===== config.mk =====
export PLATFORM = sky130hd
export DESIGN_NAME = proc_clk_ctrl_flat
export DESIGN_NICKNAME = d
export VERILOG_FILES = /design/src/rtl/proc_clk_ctrl_pkg.sv /design/src/rtl/proc_clk_ctrl_if.sv /design/src/rtl/proc_clk_ctrl_key_debounce.sv /design/src/rtl/proc_clk_ctrl.sv /design/src/flat_wrapper.sv
export SDC_FILE = /design/constraint.sdc
export NUM_CORES = 1
export LEC_CHECK = 0
export ABC_AREA = 1
export ABC_CLOCK_PERIOD_IN_PS = 2400
export CAP_MARGIN = 10
export CELL_PAD_IN_SITES_DETAIL_PLACEMENT = 0
export CELL_PAD_IN_SITES_GLOBAL_PLACEMENT = 1
export CORE_MARGIN = 8
export CORE_UTILIZATION = 47
export DETAILED_ROUTE_END_ITERATION = 8
export HOLD_SLACK_MARGIN = 0.03
export PLACE_DENSITY = 0.92
export SLEW_MARGIN = 5
export SYNTH_ARGS = -nofsm -noshare
export SYNTH_HDL_FRONTEND = slang
export SYNTH_SLANG_ARGS = --single-unit

===== constraint.sdc =====
create_clock -name CLOCK_50 -period 2.4 [get_ports CLOCK_50]
set_input_delay 0.48 -clock CLOCK_50 [delete_from_list [all_inputs] [get_ports CLOCK_50]]
set_output_delay 0.48 -clock CLOCK_50 [all_outputs]
set_load 0.02 [all_outputs]

===== src/rtl/proc_clk_ctrl_pkg.sv =====
// proc_ctrl_pkg: shared state encodings and defaults for the processor clock controller
package proc_ctrl_pkg;
   typedef enum logic [1:0] {
      ST_HALT = 2'b00,
      ST_RUN  = 2'b01,
      ST_STEP = 2'b10
   } state_e;
   localparam int DEBOUNCE_CYCLES_DEFAULT = 1000000;
endpackage


===== src/rtl/proc_clk_ctrl_if.sv =====
// proc_clk_ctrl_if: divider tick, pushbuttons, halt request and processor strobe bundle
interface proc_clk_ctrl_if #(parameter int CNT_W = 16);
   logic             divclock;
   logic             key_mode;
   logic             key_step;
   logic             halt_req;
   logic             cpu_en;
   logic [1:0]       mode;
   logic [CNT_W-1:0] tick_count;
   modport master (output divclock, key_mode, key_step, halt_req, input cpu_en, mode, tick_count);
   modport slave  (input divclock, key_mode, key_step, halt_req, output cpu_en, mode, tick_count);
endinterface


===== src/rtl/proc_clk_ctrl_key_debounce.sv =====
// key_debounce: synchronise an active-low pushbutton and emit one pulse per stable press
module key_debounce
   import proc_ctrl_pkg::*;
#(
   parameter int DEBOUNCE_CYCLES = DEBOUNCE_CYCLES_DEFAULT
) (
   input  logic CLOCK_50,
   input  logic reset_n,
   input  logic key_n,
   output logic press
);
   localparam int CW = $clog2(DEBOUNCE_CYCLES + 1);
   localparam logic [CW-1:0] CNT_MAX = CW'(DEBOUNCE_CYCLES);
   localparam logic [CW-1:0] CNT_ARM = CW'(DEBOUNCE_CYCLES - 1);
   logic [1:0]    sync_q, sync_d;
   logic [CW-1:0] cnt_q, cnt_d;
   // count stable low samples, saturate so a held key pulses only once
   always_comb begin
      sync_d = {sync_q[0], key_n};
      cnt_d  = sync_q[1] ? '0 : (cnt_q == CNT_MAX) ? cnt_q : cnt_q + CW'(1);
      press  = ~sync_q[1] & (cnt_q == CNT_ARM);
   end
   // synchroniser idles released (high), counter idles at zero
   always_ff @(posedge CLOCK_50 or negedge reset_n) begin
      if (!reset_n) begin
         sync_q <= 2'b11;
         cnt_q  <= '0;
      end else begin
         sync_q <= sync_d;
         cnt_q  <= cnt_d;
      end
   end
endmodule


===== src/rtl/proc_clk_ctrl.sv =====
// proc_clk_ctrl: turns the divider tick into a gated processor strobe with run/halt/step control
module proc_clk_ctrl
   import proc_ctrl_pkg::*;
#(
   parameter int DEBOUNCE_CYCLES = DEBOUNCE_CYCLES_DEFAULT,
   parameter int CNT_W           = 16
) (
   input logic            CLOCK_50,
   input logic            reset_n,
   proc_clk_ctrl_if.slave bus
);
   logic [2:0]       div_q, div_d;
   logic             tick, gate, mode_press, step_press;
   state_e           state_q, state_d;
   logic             cpu_en_q, cpu_en_d;
   logic [CNT_W-1:0] tick_count_q, tick_count_d;
   key_debounce #(.DEBOUNCE_CYCLES(DEBOUNCE_CYCLES)) u_mode_key (
      .CLOCK_50 (CLOCK_50),
      .reset_n  (reset_n),
      .key_n    (bus.key_mode),
      .press    (mode_press)
   );
   key_debounce #(.DEBOUNCE_CYCLES(DEBOUNCE_CYCLES)) u_step_key (
      .CLOCK_50 (CLOCK_50),
      .reset_n  (reset_n),
      .key_n    (bus.key_step),
      .press    (step_press)
   );
   // rising-edge detect on the synchronised divider clock, gate by the current state
   always_comb begin
      div_d   = {div_q[1:0], bus.divclock};
      tick    = div_q[1] & ~div_q[2];
      gate    = 1'b0;
      state_d = state_q;
      case (state_q)
         ST_HALT: state_d = (mode_press & ~bus.halt_req) ? ST_RUN : step_press ? ST_STEP : ST_HALT;
         ST_RUN: begin
            gate    = ~bus.halt_req & ~mode_press;
            state_d = (bus.halt_req | mode_press) ? ST_HALT : ST_RUN;
         end
         ST_STEP: begin
            gate    = ~mode_press;
            state_d = (mode_press | tick) ? ST_HALT : ST_STEP;
         end
         default: state_d = ST_HALT;
      endcase
      cpu_en_d     = tick & gate;
      tick_count_d = tick_count_q + CNT_W'(cpu_en_q);
   end
   // all state clears to HALT and idle outputs on reset
   always_ff @(posedge CLOCK_50 or negedge reset_n) begin
      if (!reset_n) begin
         div_q        <= '0;
         state_q      <= ST_HALT;
         cpu_en_q     <= 1'b0;
         tick_count_q <= '0;
      end else begin
         div_q        <= div_d;
         state_q      <= state_d;
         cpu_en_q     <= cpu_en_d;
         tick_count_q <= tick_count_d;
      end
   end
   assign bus.cpu_en     = cpu_en_q;
   assign bus.mode       = state_q;
   assign bus.tick_count = tick_count_q;
endmodule


===== src/flat_wrapper.sv =====
// flat-port wrapper written by rule: the top's interface ports become plain ports
module proc_clk_ctrl_flat import proc_ctrl_pkg::*;
#(
   parameter int DEBOUNCE_CYCLES = DEBOUNCE_CYCLES_DEFAULT,
   parameter int CNT_W           = 16
)
  (CLOCK_50, reset_n, bus_divclock, bus_key_mode, bus_key_step, bus_halt_req, bus_cpu_en, bus_mode, bus_tick_count);
  proc_clk_ctrl_if #(.CNT_W(CNT_W)) bus_i ();
  input logic CLOCK_50;
  input logic reset_n;
  input wire logic [$bits(bus_i.divclock)-1:0] bus_divclock;
  input wire logic [$bits(bus_i.key_mode)-1:0] bus_key_mode;
  input wire logic [$bits(bus_i.key_step)-1:0] bus_key_step;
  input wire logic [$bits(bus_i.halt_req)-1:0] bus_halt_req;
  output wire logic [$bits(bus_i.cpu_en)-1:0] bus_cpu_en;
  output wire logic [$bits(bus_i.mode)-1:0] bus_mode;
  output wire logic [$bits(bus_i.tick_count)-1:0] bus_tick_count;
  assign bus_i.divclock = bus_divclock;
  assign bus_i.key_mode = bus_key_mode;
  assign bus_i.key_step = bus_key_step;
  assign bus_i.halt_req = bus_halt_req;
  assign bus_cpu_en = bus_i.cpu_en;
  assign bus_mode = bus_i.mode;
  assign bus_tick_count = bus_i.tick_count;
  proc_clk_ctrl #(.DEBOUNCE_CYCLES(DEBOUNCE_CYCLES), .CNT_W(CNT_W)) u_core (.CLOCK_50(CLOCK_50), .reset_n(reset_n), .bus(bus_i));
endmodule

==> results.sh <==
export IMPL_status="finished, final reports clean"
export IMPL_die_h_um=102
export IMPL_std_cell_rows=31
export IMPL_io_pins=25
export IMPL_worst_hold_slack_ns=0.0677
export IMPL_path_cells="clkdlybuf4s50_1"
export IMPL_r2r_slack_ns=0.88
export IMPL_tightest_slew_ns=0.463
export IMPL_post_cts_buffers=0
export IMPL_critPathMaxFanout=4
export IMPL_critPathLaunchType="flop"
export IMPL_yosys_cell_types_count=27
export IMPL_grt_use_total=0.152
export IMPL_drt_total_wl_mm=7.31
export IMPL_antenna_found_initial=0
export IMPL_wl_per_cell_um=12.4
export IMPL_synthesis_area_mm2=0.00351
export IMPL_cap_viol_max_count=0
export IMPL_port_buffers=24
export IMPL_ys_flop_type="dfrtp_1"
export IMPL_setup_tns_final_ns=0
export IMPL_core_mm2=0.00725
export IMPL_cp_arrival_ns=1.38
export IMPL_vias=2917
export IMPL_ys_warn_count=0
export IMPL_end_kind="primary output"
export IMPL_grt_pass1_wl_mm=12.8
export IMPL_grt_overflow=0
export IMPL_synth_common_cells="99 x nand2_1, 93 x nor2_1, 62 x dfrtp_1"
export IMPL_die_w_um=102
export IMPL_drive_above_1_share=0.0694
export IMPL_drtIter0Drc=170
export IMPL_grt_pass1_vias=2850
export IMPL_utilization=0.556
export IMPL_clock_root_buffer="clkbuf_8"
export IMPL_crit_path_top_delay_cell="clkdlybuf4s50_1"
export IMPL_peakVddDrop_uv=318
export IMPL_holdBufCountCts=0
export IMPL_num_antenna_cells=0
export IMPL_max_stage_delay_ns=0.64
export IMPL_clockBufferDepth=2
export IMPL_cellPowerDensity_mw_per_mm2=503
export IMPL_cts_sinks=66
export IMPL_place_congestion=0.879
export IMPL_area_growth_syn_to_layout_pct=14.9
export IMPL_start_util=0.484
export IMPL_slew_violations=0
export IMPL_ant_nets=0
export IMPL_drc=0
export IMPL_period_needed_ns=1.86
export IMPL_placed_area_mm2=0.00387
export IMPL_finalHoldViolCount=0
export IMPL_dieArea_mm2=0.0105
export IMPL_seq_area_frac_synth=0.472
export IMPL_cp_required_ns=1.92
export IMPL_rsz0062_at_grt="false"
export IMPL_fin_total_pwr_mw=2.03
export IMPL_slew_headroom=0.691
export IMPL_dr_pass1_iters=4
export IMPL_path_delay_family="buffers and inverters"
export IMPL_max_freq_mhz=538
export IMPL_synthCells=453
export IMPL_cts_buffers=9
export IMPL_critPathBufInv=1
export IMPL_synth_top_area_cell="dfrtp_1"
export IMPL_hold_path_class="in2async"
export IMPL_vias_per_cell=4.95
export IMPL_grt_max_degree=53
export IMPL_ys_async_sr_fraction=1.00
export IMPL_cts_tree="built"
export IMPL_avgSynthCellArea_um2=7.74
export IMPL_syn_num_nets=469
export IMPL_finalCritPeriodShare=0.775
export IMPL_skew_ns=0.00759
export IMPL_hpwl_mm=5.44
export IMPL_htreeDepth=3
export IMPL_synth_area_leaders="dfrtp_1 44%, nand2_1 11%, nor2_1 10%"
export IMPL_synth_edf_count=0
export IMPL_clk_pin_slew_worst_paths_ns=0.07
export IMPL_synth_top_cell_area_share=0.442
export IMPL_fin_nets=501
export IMPL_stdcell_area_mm2=0.00403
export IMPL_insertion_delay_ns=0.33
export IMPL_setup_violations=0
export IMPL_cts_repair_resized=0
export IMPL_ys_ff_latch=66
export IMPL_power_leakage_nw=1.80
export IMPL_yosys_cell_count_top_type="nand2_1"
export IMPL_path_class="reg2out"
[report_power, final]
part | internal (mW) | leakage, nW | switching (mW)
registers | 1.13 | 0.894 | 0.0167
logic | 0.0297 | 0.825 | 0.0547
clock network | 0.404 | 0.0807 | 0.389
total | 1.57 | 1.80 | 0.460
[through the flow]
stage	setup WS, ns	instances
after floorplan	0.849	453
after global placement	0.873	573
after detailed placement	0.863	573
after CTS	0.514	589
after global routing	0.481	589
final	0.541	589
[layout make-up]
type                       count  area (um^2)
fill                         722         3220
tap                           99          124
timing repair buffer          25          255
clock buffer                  14          153
multi-input combinational    325         1610
sequential                    66         1660
clock inverter                 2         12.5
inverter                      58          218
[cells in the final DEF, fill, tap and decap left out, drive strengths merged]
cell type and instances:
nand3 30, or2 1, dfstp 4, dfrtp 62, ha 10, o211ai 1
nand4 12, xnor2 7, a21oi 17, clkdlybuf4s50 23, o21ai 15, clkinvlp 1
inv 58, nor2 101, buf 2, xor2 11, a211oi 3, and2 1
nand2 103, nor3 13, clkbuf 14, clkinv 1
[routing by layer]
| metal | part of all wire | global-route usage | wire, um | vias to the layer above |
|---|---|---|---|---|
| li1 | - | - | - | 1495 |
| met1 | 0.50 | 0.203 | 3630 | 1360 |
| met2 | 0.44 | 0.240 | 3250 | 55 |
| met3 | 0.050 | 0.0252 | 366 | 7 |
| met4 | 0.0096 | 0.0621 | 70 | 0 |
| met5 | 0 | 0 | 0 | - |
[final timing paths]
path                                        startpoint                          end  depth (start not counted)
min                                            reset_n    u_core.bus.tick_count[10]                          1
min in group CLOCK_50      u_core.u_step_key.sync_q[0]  u_core.u_step_key.sync_q[1]                          0
max                          u_core.bus.tick_count[12]           bus_tick_count[12]                          1
max in group asynchronous                      reset_n  u_core.u_mode_key.sync_q[0]                          2
max reg2reg                          u_core.bus.cpu_en    u_core.bus.tick_count[12]                          8
min reg2reg                u_core.u_step_key.sync_q[0]  u_core.u_step_key.sync_q[1]                          0
[logic make-up after synthesis]
group           share of synthesized area
compound gates                     0.0542
xor+xnor                           0.0449
fa+ha+maj                          0.0357
buf+inv                            0.0681
flops                               0.472
simple gates                        0.325
[state kept, by name, indices dropped and copies added, names as in the netlist]
signal and flops:
u_core.bus.mode 2, u_core.u_step_key.sync_q 2, u_core.u_step_key.cnt_q 20, u_core.u_mode_key.cnt_q 20, u_core.bus.cpu_en 1, u_core.u_mode_key.sync_q 2, u_core.div_q 3, u_core.bus.tick_count 16
[worst reg2reg max path, stage by stage (launching register included)]
cell	delay, ns
dfrtp_1	0.36
ha_1	0.17
ha_1	0.18
nand3_1	0.12
inv_1	0.09
nand2_1	0.09
nor2_2	0.18
nand2_1	0.09
xnor2_1	0.13
No activity file was read; power rests on OpenSTA's default activity.
